--- src/rtl/boot_loader.sv ---
// Byte-stream program loader: fills word memory from address 0, then releases the core.
// Optional trailing checksum word is enabled by defining LOADER_CHECKSUM_EN.
module boot_loader #(
   parameter int unsigned DEPTH = 64
) (
   input  logic        clk,
   input  logic        rst,
   input  logic        in_valid,
   input  logic [7:0]  in_data,
   output logic        in_ready,
   output logic        mem_we,
   output logic [31:0] mem_addr,
   output logic [31:0] mem_wdata,
   output logic        cpu_rst,
   output logic        done,
   output logic        err
);

   localparam int unsigned IW = $clog2(DEPTH + 1);

`ifdef LOADER_CHECKSUM_EN
   typedef enum logic [2:0] {StHdr, StData, StCsum, StRun, StErr} state_e;
   localparam state_e AfterData = StCsum;
`else
   typedef enum logic [2:0] {StHdr, StData, StRun, StErr} state_e;
   localparam state_e AfterData = StRun;
`endif

   state_e        state_q, state_d;
   logic [1:0]    cnt_q, cnt_d;
   logic [23:0]   asm_q, asm_d;
   logic [IW-1:0] idx_q, idx_d;
   logic [IW-1:0] n_q, n_d;
   logic          we_q, we_d;
   logic [31:0]   addr_q, addr_d;
   logic [31:0]   wdata_q, wdata_d;
   logic          done_q, done_d;
   logic [31:0]   word;
   logic          accept;
`ifdef LOADER_CHECKSUM_EN
   logic [31:0]   sum_q, sum_d;
`endif

   always_comb begin
      in_ready = 1'b0;
      if (rst) begin
         in_ready = (state_q == StHdr) || (state_q == StData)
`ifdef LOADER_CHECKSUM_EN
                    || (state_q == StCsum)
`endif
                    ;
      end
   end

   always_comb begin
      // Incoming byte lands on top; after four bytes the word is little-endian assembled.
      word    = {in_data, asm_q};
      accept  = in_valid && in_ready;
      state_d = state_q;
      cnt_d   = cnt_q;
      asm_d   = asm_q;
      idx_d   = idx_q;
      n_d     = n_q;
      we_d    = 1'b0;
      addr_d  = addr_q;
      wdata_d = wdata_q;
      done_d  = (state_q == StRun);
`ifdef LOADER_CHECKSUM_EN
      sum_d   = sum_q;
`endif
      if (accept) begin
         asm_d = word[31:8];
         cnt_d = cnt_q + 2'd1;
         if (cnt_q == 2'd3) begin
            case (state_q)
               StHdr: begin
                  if (word > 32'(DEPTH)) begin
                     state_d = StErr;
                  end else if (word == 32'd0) begin
                     state_d = AfterData;
                  end else begin
                     n_d     = word[IW-1:0];
                     state_d = StData;
                  end
               end
               StData: begin
                  we_d    = 1'b1;
                  addr_d  = 32'({idx_q, 2'b00});
                  wdata_d = word;
                  idx_d   = idx_q + 1'b1;
`ifdef LOADER_CHECKSUM_EN
                  sum_d   = sum_q + word;
`endif
                  if (idx_d == n_q) state_d = AfterData;
               end
`ifdef LOADER_CHECKSUM_EN
               StCsum: state_d = (word == sum_q) ? StRun : StErr;
`endif
               default: ;
            endcase
         end
      end
   end

   always_ff @(posedge clk or negedge rst) begin
      if (!rst) begin
         state_q <= StHdr;
         cnt_q   <= 2'd0;
         asm_q   <= 24'd0;
         idx_q   <= '0;
         n_q     <= '0;
         we_q    <= 1'b0;
         addr_q  <= 32'd0;
         wdata_q <= 32'd0;
         done_q  <= 1'b0;
`ifdef LOADER_CHECKSUM_EN
         sum_q   <= 32'd0;
`endif
      end else begin
         state_q <= state_d;
         cnt_q   <= cnt_d;
         asm_q   <= asm_d;
         idx_q   <= idx_d;
         n_q     <= n_d;
         we_q    <= we_d;
         addr_q  <= addr_d;
         wdata_q <= wdata_d;
         done_q  <= done_d;
`ifdef LOADER_CHECKSUM_EN
         sum_q   <= sum_d;
`endif
      end
   end

   // Release lags RUN by one cycle so the final write commits before the core starts.
   assign mem_we    = we_q;
   assign mem_addr  = addr_q;
   assign mem_wdata = wdata_q;
   assign done      = done_q;
   assign cpu_rst   = done_q;
   assign err       = (state_q == StErr);

endmodule

--- config.mk ---
export PLATFORM = sky130hd
export DESIGN_NAME = boot_loader
export DESIGN_NICKNAME = d
export VERILOG_FILES = /design/src/rtl/boot_loader.sv
export SDC_FILE = /design/constraint.sdc
export NUM_CORES = 1
export LEC_CHECK = 0
export ABC_AREA = 0
export CORE_MARGIN = 2
export CORE_UTILIZATION = 25
export DETAILED_ROUTE_END_ITERATION = 10
export GPL_TIMING_DRIVEN = 0
export HOLD_SLACK_MARGIN = 0.12
export MAX_ROUTING_LAYER = met4
export PLACE_DENSITY = 0.54
export SLEW_MARGIN = 30
export SYNTH_ARGS = -nofsm -noshare
export SYNTH_HDL_FRONTEND = slang
export SYNTH_SLANG_ARGS = --single-unit
--- constraint.sdc ---
create_clock -name clk -period 5.2 [get_ports clk]
set_input_delay 0.52 -clock clk [delete_from_list [all_inputs] [get_ports clk]]
set_output_delay 0.52 -clock clk [all_outputs]
set_load 0.05 [all_outputs]
* Word-level counts from Yosys, hierarchy flattened
Cells that the tools add are included.
Word-level totals: output and inout bits 69, word-level logic and storage cells 36, input port bits 11, bits in registers 84
Cells by class: add/subtract/negate cells 2, equality and inequality tests 6, reductions and logical operators 8, bitwise gates (word level) 2, $lt $le $gt $ge 1, mux-type cells 8
Operators by type and width (number):
- $gt 32x7->1 const B | 1
- $logic_not 32->1 | 1
- $add 7x1->7 const B | 1
- $eq 7x7->1 | 1
- $eq 3x2->1 const B | 2
- $pmux 3 s2 | 1
- $reduce_and 5->1 | 1
- $mux 1 | 4
- $mux 2 | 2
- $reduce_and 4->1 | 1
- $eq 3x1->1 const B | 1
- $logic_not 3->1 | 1
- $mux 3 | 1
- $reduce_and 3->1 | 1
- $add 2x1->2 const B | 1
- $eq 2x2->1 const B | 1
- $ne 2x1->1 const B | 1
- $not 1->1 | 2
- $reduce_bool 2->1 | 1
- $logic_and 1x1->1 | 1
- $logic_or 1x1->1 | 1

* Depth between registers and ports, before layout
Gate-level depths: netlist of the first run.
word-level depth 5, depth in mapped cells 7, depth with buffers taken out 6

* Worst setup path after synthesis of the first run
No wires, ideal clock.
path kind register -> register, from reg idx_q[0], to reg state_q[0], library setup time 121 ps, cell stages (with the launch flop) 8, path buffers 1, arrival 1739 ps, setup slack 3340 ps, period minus slack after synthesis 1860 ps, data required time 5079 ps, cells stage by stage dfrtp_1 ha_1 and3_1 buf_4 xnor2_1 a2111oi_2 o221ai_2 a22o_1
On the way: cells in the longest elaborated chain, start to end 4
Ends and longest elaborated chain:
- from (decl) | line 32 | logic [IW-1:0] idx_q, idx_d;
- from (signal assigned) | line 123 | idx_q <= idx_d;
- $add 7x1->7 | line 90 | idx_d = idx_q + 1'b1;
- $eq 7x7->1 | line 94 | if (idx_d == n_q) state_d = AfterData;
- $ne 2x1->1 (no source line)
- $reduce_and 4->1 (no source line)
- to (signal assigned) | line 107 | state_q <= StHdr;
- to (signal assigned) | line 120 | state_q <= state_d;
- to (decl) | line 29 | state_e state_q, state_d;
Every way passes these cells. A chain may end at the register's enable or synchronous reset.

* Worst setup path after layout of the first run
from in rst, to out in_ready
On the way: cells in the longest elaborated chain, start to end 1
Ends and longest elaborated chain:
- from (decl) | line 7 | input logic rst,
- $mux 1 | line 46 | if (rst) begin
- to (decl) | line 10 | output logic in_ready,
Every way passes these cells.

==> results of run 1 <==
==> cells by family (layout without fill, tap and decap cells) <==
| group | after synthesis | count (layout) |
|---|---|---|
| AOI/OAI and AO/OA | 8 | 8 |
| xor gates and xnor gates | 16 | 16 |
| adders and majority gates | 3 | 3 |
| other | 1 | 25 |
| and+or+nand+nor | 163 | 163 |
| muxes | 32 | 32 |
| DFF | 83 | 83 |
| buffers and inverters | 44 | 116 |
==> flip-flops by register name, summed over array words and instances (netlist names) <==
register / cells
mem_wdata: 32
asm_q: 24
idx_q: 7
mem_addr: 7
n_q: 7
cnt_q: 2
state_q: 2
cpu_rst: 1
mem_we: 1
==> power groups by stage <==
stage               registers, mW  clock network, mW  logic, mW
finish                       1.08              0.645       1.09
global route                 1.12              0.688       1.16
floorplan                    1.43                  0      0.369
global placement             1.09                  0       1.08
detailed placement           1.10                  0       1.10
CTS                          1.09              0.666       1.11
==> placed cells by master, fill, tap and decap left out, types with 2 or more instances in the layout <==
master	count
sky130_fd_sc_hd__and2_1	3
sky130_fd_sc_hd__and3_1	4
sky130_fd_sc_hd__buf_2	7
sky130_fd_sc_hd__buf_4	29
sky130_fd_sc_hd__buf_6	3
sky130_fd_sc_hd__clkbuf_1	7
sky130_fd_sc_hd__clkbuf_16	9
sky130_fd_sc_hd__clkbuf_8	2
sky130_fd_sc_hd__clkdlybuf4s50_1	53
sky130_fd_sc_hd__conb_1	25
sky130_fd_sc_hd__dfrtp_1	83
sky130_fd_sc_hd__ha_1	2
sky130_fd_sc_hd__mux2_1	7
sky130_fd_sc_hd__mux2_2	25
sky130_fd_sc_hd__nand2_1	126
sky130_fd_sc_hd__nand3_1	6
sky130_fd_sc_hd__nand4_1	3
sky130_fd_sc_hd__nor2_1	7
sky130_fd_sc_hd__nor2b_1	2
sky130_fd_sc_hd__nor4_1	6
sky130_fd_sc_hd__xnor2_1	10
sky130_fd_sc_hd__xor2_1	6
==> final cells by class <==
type,instances,area (sq um)
fillers,1518,9600
flip-flops and latches,83,2080
multi-input cells,247,1390
repair buffers,56,572
plain buffers,43,294
clock buffers,13,260
well taps,184,230
clock inverters,3,46.3
inverters,1,3.75
==> cells in the mapped netlist, types with 5 or more instances <==
master | n | area share
sky130_fd_sc_hd__nor4_1 | 6 | 0.010
sky130_fd_sc_hd__buf_4 | 29 | 0.059
sky130_fd_sc_hd__nor2_1 | 7 | 0.0071
sky130_fd_sc_hd__clkbuf_1 | 5 | 0.0051
sky130_fd_sc_hd__nand2_1 | 126 | 0.13
sky130_fd_sc_hd__mux2_2 | 25 | 0.077
sky130_fd_sc_hd__buf_2 | 7 | 0.0095
sky130_fd_sc_hd__xnor2_1 | 10 | 0.024
sky130_fd_sc_hd__dfrtp_1 | 83 | 0.56
sky130_fd_sc_hd__nand3_1 | 6 | 0.0082
sky130_fd_sc_hd__mux2_1 | 7 | 0.021
sky130_fd_sc_hd__xor2_1 | 6 | 0.014
==> worst max-delay path: cells and delay by family <==
kind | cells | cell delay [ns]
buf+inv | 4 | 1.97
simple gates | 1 | 0.16
==> what timing repair did <==
action | 4_1_cts | 5_1_grt
hold buffers | 1 | 0
hold endpoints to repair | 40 | 0
gates resized for setup | 0 | 0
==> metrics by stage <==
step | util | setup TNS (ns) | area [sq um] | setup WS [ns]
after CTS | 0.337 | 0 | 4880 | 1.94
after global placement | 0.314 | -12.13 | 4540 | -0.278
final | 0.337 | 0 | 4880 | 2.00
after detailed placement | 0.315 | 0 | 4560 | 2.51
after global routing | 0.337 | 0 | 4880 | 1.85
after floorplan | - | 0 | 3770 | 3.34
==> worst paths after layout <==
path                            slack (ns)            end   startpoint  depth (start not counted)
worst max-delay path                  2.00       in_ready          rst                          5
worst min-delay path                  0.47    mem_addr[8]  mem_addr[8]                          2
worst max register to register        3.18     state_q[0]     idx_q[0]                          7
worst min register to register        0.47    mem_addr[8]  mem_addr[8]                          2
max in group asynchronous             3.98  mem_wdata[13]          rst                          3
min in group asynchronous             0.66    mem_addr[5]          rst                          2
==> routing by layer <==
metal | vias up | wire [microns]
li1 | 1267 | -
met1 | 1226 | 3820
met2 | 71 | 3880
met3 | 11 | 457
met4 | 0 | 111
met5 | - | 0
==> run summary, run 1 <==
The final count of hold timing violations is 0, and the signal arrival time at the worst endpoint is 2.68 ns. For this block, the routed nets add up to 8270 microns of wire. The transition time at the pin with the least slew margin was 0.537 ns; the top-level port count was 80. The combined area of all synthesized cells is 0.00368 sq mm. Walking the worst path, the cells encountered are dlygate4sd3_1 -> buf_6 -> buf_12 -> nor2b_1 -> clkdlybuf4s50_1. Across all hold checks on the routed design, the worst slack comes to 0.470 ns. The endpoint required time on the critical path came out at 4.68 ns. The layout overhead on the synthesized area came out at 32.6%. The xor and xnor fraction of the mapped netlist area is 0.0381, and the number of max-cap violations is 0. The tools report the relative contribution of combinational cells to total power as 0.387.

The number of buffers on the longest clock path was 2. The clock latency reported for the late side of the worst-skew pair was 0.34 ns. The shortest period the worst path allows is 3.20 ns, and the count of buffers added by post-CTS timing repair for setup is 0.

The initial antenna violation count came out at 0. The fraction of power consumed by the clock network came out at 0.229. Setup repair after global routing left no endpoint under its margin. The path class of the tightest hold or removal check is reg -> reg.

After detailed routing, the average wire length per cell comes to 13.1 microns. The post-route non-filler standard cell count was 630; the portion of the post-synthesis area used by sequential elements was 0.565. The fraction of final layout cells sized beyond drive strength 1 is 0.197. Clock-pin transition on the worst setup and hold timing paths: 0.06 ns. The count of buffers added on input and output ports is 54. The tools report the weighted congestion at the end of routability-driven global placement as 0.758. The fraction of the mapped netlist area in adder cells was 0.00952. Synthesis produced 350 cells. The critical setup path kind is in -> out. The met1 routing resource usage after global routing was 0.138; the met2 track demand over resource in global routing was 0.184. The synthesis-stage register bit count works out to 83. Most crowded layer after global routing: met2. The switching share of total power came out at 0.405.

The count of placed standard cells including taps was 613; the detail-routed via count per cell was 4.09. Count of flip-flops with a built-in enable after synthesis: 0. Buffers inserted during clock tree synthesis total 9. The tools report the cell chosen for the clock root as sky130_fd_sc_hd__clkbuf_16.

The core outline area came out at 0.0145 sq mm. The total global-route track usage was 0.114; the number of global-route vias before repair was 2,707. The die is 125 microns wide. In this run the power density over the cells is 578 mW/mm^2.

The run gives 2.82 mW as the power after layout. The detailed router placed 2,575 vias in this run. IR analysis of the VDD net gives a maximum drop of 0.334 mV. Cell internal power was estimated by the tool at 1.68 mW. The repair_antennas step left the layout with diodes totalling 0. The first global-routing pass estimated 13,800 microns of wire. The share of the synthesized area in compound gates (AO/OA/AOI/OAI) works out to 0.0214. Once detail routing completed, the nets flagged for antenna violations numbered 0. Between clock sinks in the finished design, the worst skew comes to 0.00796 ns. Among all stages on the critical path, the largest delay is contributed by sky130_fd_sc_hd__clkdlybuf4s50_1. The run finished with clean final reports.

The detailed router's first-iteration violation count was 72; the number of iterations in the first detailed-routing pass was 6. The die is 125 microns tall. Once detailed placement completed, the half-perimeter wirelength came to 6120 microns. The H-tree was split into 3 levels. The largest driver fanout on the critical path was 45; the power spent charging and discharging nets was 1.14 mW. The starting density of the core is 0.254. The share of synthesized area spent on multiplexers was 0.0980. In the routed design, unresolved DRC markers number 0. The final worst-path cycle share came out at 0.616. The number of different library cells in the post-synthesis netlist was 35. For this run, the leading register cell type out of synthesis is sky130_fd_sc_hd__dfrtp_1.

Yosys printed 0 warnings. After synthesis, the largest family of logic cells by area is simple AND/OR/NAND/NOR gates. The run gives 0 as the count of pins over their slew limit. The worst setup path is captured at a primary output. The number of placement rows is 44, and the remaining global-route overflow is 0. The fmax is 312 MHz.

A synthesized cell averages 10.5 sq um. For the tightest slew margin relative to the limit, the log shows 0.641. The number of nets in the layout was 454; the die area was 0.0157 sq mm. The share of synthesized flip-flops with an asynchronous set or reset works out to 1.00.

The tools report the TritonCTS sink count as 83. In this design, the stage delay of the slowest critical-path cell is 0.80 ns. STA classifies the critical path startpoint as an input pin.

TritonCTS built the clock tree. The global-route track usage on met3 is 0.0342. The leakage power summed over all cells is 2.38 nW. The run gives 0.384 as the fraction of power consumed by sequential logic.

Entering global routing, the biggest net connects 46 pins. The total setup violations reported at the end of the flow was 0. The area fraction in and, or, nand and nor cells after synthesis came out at 0.186.
Power figures use the tool's default switching activity.
==> run 2: changes to the inputs <==
Settings changed: PLACE_DENSITY 0.54 to 0.56.
Clock period 5.2 ns to 2.9 ns, I/O delays scaled along.
==> run 2 against run 1 <==
Total power up 76%. Register-to-register slack worse by 2.3 ns. Largest cell class unchanged. Flip-flop and latch count unchanged. Worst hold slack worse by 0.047 ns. Combinational power up 80%. Utilization down 0.12 points. Cell area down 0.36%.
==> run summary, run 2 (synthesized netlist as in run 1, its figures left out) <==
For the number of fill cells in the layout, the log shows 1,515 (-0.20%). The sum of routed wire segments on met1 was 3830 microns (+0.13%). The top-level port count came out at 80 (unchanged). Core outline area: 0.0145 sq mm (unchanged). The highest metal layer used by the detailed router is met4. The startpoint identified for the worst register-to-register timing path is idx_q[0]. Number of buffers on the longest clock path: 2 (unchanged). Derived from the worst setup path, the maximum achievable clock frequency is 407 MHz. The final standard cell utilization of the core is 0.336 (-0.00121). The tools report the sum of met2 wire segment lengths after detailed routing as 3750 microns (-3.3%).

For the post-DP HPWL, the log shows 5930 microns (-3.0%). The largest clock skew in the final design was 0.00837 ns (+0.000407 ns). The power per cell area was 1020 mW/mm^2 (+77%); the initial antenna violation count was 0 (unchanged).

The die area is 0.0157 sq mm (unchanged). The total wirelength of the detailed-routed design was 8100 microns (-2.1%); the count of pins over their slew limit was 0 (unchanged). The level count of the clock H-tree is 3 (unchanged), and the maximum number of pins on one net before global-route repair is 48 (+4.3%). The starting density of the core came out at 0.254 (unchanged). The tools report the final antenna diode count as 0 (unchanged).

The largest driver fanout on the critical path was 39 (-13%); the endpoint required time on the critical path was 2.61 ns (-2.07 ns). The total CTS buffers was 9 (unchanged). The total global-route track usage came out at 0.110 (-0.00385). The run gives 0.00457 sq mm (+0.16%) as the placed instance area. The final sum of negative setup slack was 0 ns (unchanged); the floorplan die height was 125 microns (unchanged).

The average routed wire per standard cell is 12.9 microns (-2.1%), and the total setup violations reported at the end of the flow is 0 (unchanged). The detailed router's first-iteration violation count was 88 (+22%); the count of buffers inserted at the top-level ports was 54 (unchanged). The number of iterations in the first detailed-routing pass is 4 (-2), and the final setup slack of the worst path is 0.444 ns (-1.55 ns). The logs give 0.89 ns (-2.29 ns) for the setup slack of the most critical reg-to-reg path and 0 (unchanged) for the final count of hold timing violations.

The number of placement rows came out at 44 (unchanged). The logs give 2.37 nW (-0.34%) for the leakage power summed over all cells and 0.528 mV (+58%) for the highest ir drop seen on vdd. The final worst-path cycle share is 0.847.

The critical setup path kind was in -> out. For the via count, the log shows 2,637 (+2.4%). The run finished with clean final reports. In the layout the commonest cells are sky130_fd_sc_hd__nand2_1, sky130_fd_sc_hd__dfrtp_1, sky130_fd_sc_hd__clkdlybuf4s50_1. The count of buffers added by post-CTS timing repair for setup was 0 (unchanged); the weighted congestion at the end of routability-driven global placement was 0.758 (about the same). The TritonCTS sink count is 83 (unchanged).

For the power after layout, the log shows 4.97 mW (+76%). The run gives 454 (unchanged) as the number of nets in the layout. The path depth of the worst reg2reg path was 7 (unchanged). Clock-pin transition on the worst setup and hold timing paths: 0.06 ns (about the same). Cell chosen for the clock root: sky130_fd_sc_hd__clkbuf_16. The layout overhead on the synthesized area was 32.1%.

The logs give 2.17 ns (-0.51 ns) for the signal arrival time at the worst endpoint and 0.00486 sq mm (-0.36%) for the post-route cell area. The worst hold path class was in -> async. Tightest slew margin relative to the limit: 0.646 (+0.00506). The delay of the slowest cell on the worst path works out to 0.80 ns (about the same).

Number of DRC violations after detailed routing: 0 (unchanged). Leaving out fill and tap cells, the most frequent cell in the layout is sky130_fd_sc_hd__nand2_1. The worst setup path is launched from an input pin.

The tools report the final antenna-violating net count as 0 (unchanged). The transition time at the pin with the least slew margin was 0.529 ns (-0.00757 ns); the horizontal extent of the die was 125 microns (unchanged). For the number of global-route vias before repair, the log shows 2,552 (-5.7%). The count of placed standard cells including taps is 613 (unchanged).

The fraction of final layout cells sized beyond drive strength 1 was 0.200 (+0.00224). Startpoint of the most critical setup path: rst. The detail-routed via count per cell came out at 4.19 (+2.4%).

For the amount of wire on met3 after detailed routing, the log shows 447 microns (-2.2%). The number of max-cap violations came out at 0 (unchanged). The tools report the post-route non-filler standard cell count as 630 (unchanged). The endpoint identified for the worst register-to-register timing path is state_q[0]. TritonCTS built the clock tree. The worst hold slack was 0.424 ns (-0.0469 ns).

The number of flip-flops in the largest register came out at 32 (unchanged). Setup repair after global routing left no endpoint under its margin. The tools report the capturing element type of the critical path as a primary output. The remaining global-route overflow came out at 0 (unchanged). The worst setup timing slack at the placement stage came out at 0.577 ns (-1.94 ns). The signal on the critical path passes through dlygate4sd3_1 -> buf_6 -> nor2b_1 -> clkdlybuf4s50_1.

The worst path in the final design needs a cycle of 2.46 ns, including I/O delays and setup. Among all stages on the critical path, the largest delay is contributed by sky130_fd_sc_hd__clkdlybuf4s50_1. The clock latency reported for the late side of the worst-skew pair was 0.34 ns (about the same). The first-pass GRT wire length is 13,300 microns (-3.6%).
run 2: cell count changes in the layout (fill, tap and decap cells not counted):
cell	delta
sky130_fd_sc_hd__bufinv_16	-1
sky130_fd_sc_hd__clkinv_2	+2
sky130_fd_sc_hd__clkbuf_1	-1
sky130_fd_sc_hd__clkinvlp_4	+1
sky130_fd_sc_hd__clkinv_4	-1
sky130_fd_sc_hd__buf_16	+1
sky130_fd_sc_hd__buf_12	-1
run 2: worst max path at each step:
stage                      end  slack (ns)  cells past startpoint
finish                in_ready        0.44                      4
global route          in_ready        0.32                      4
floorplan           state_q[0]        1.04                      7
global placement        n_q[1]       -2.32                      8
detailed placement      n_q[4]        0.58                      7
CTS                   in_ready        0.40                      4
run 2: layout make-up:
| cell class | instances | area [sq um] | area share |
|---|---|---|---|
| clock inverters | 4 | 25.0 | 0.00515 |
| clock buffers | 12 | 256 | 0.0528 |
| repair buffers | 56 | 579 | 0.119 |
| plain buffers | 43 | 294 | 0.0605 |
| multi-input cells | 247 | 1390 | 0.287 |
| flip-flops and latches | 83 | 2080 | 0.427 |
| inverters | 1 | 3.75 | 0.000772 |
| well taps | 184 | 230 | 0.0474 |
run 2: metal layers:
| metal | up-vias | global-route usage |
|---|---|---|
| li1 | 1275 | - |
| met5 | - | - |
| met4 | 0 | 0.0275 |
| met3 | 9 | 0.0355 |
| met2 | 79 | 0.168 |
| met1 | 1274 | 0.142 |
run 2: power breakdown:
part,switching (mW),leakage [nW],internal (mW)
logic,1.24,1.17,0.720
registers,0.368,1.07,1.57
clock network,0.455,0.135,0.624
total,2.06,2.37,2.92
run 2: repair_timing:
item	CTS	global route
hold endpoints to repair	36	0
hold buffers	1	0
resized for setup	0	0
run 2: worst max-delay path: cells and delay by family:
kind,cells,cell delay [ns]
buf+inv,3,1.68
simple gates,1,0.18
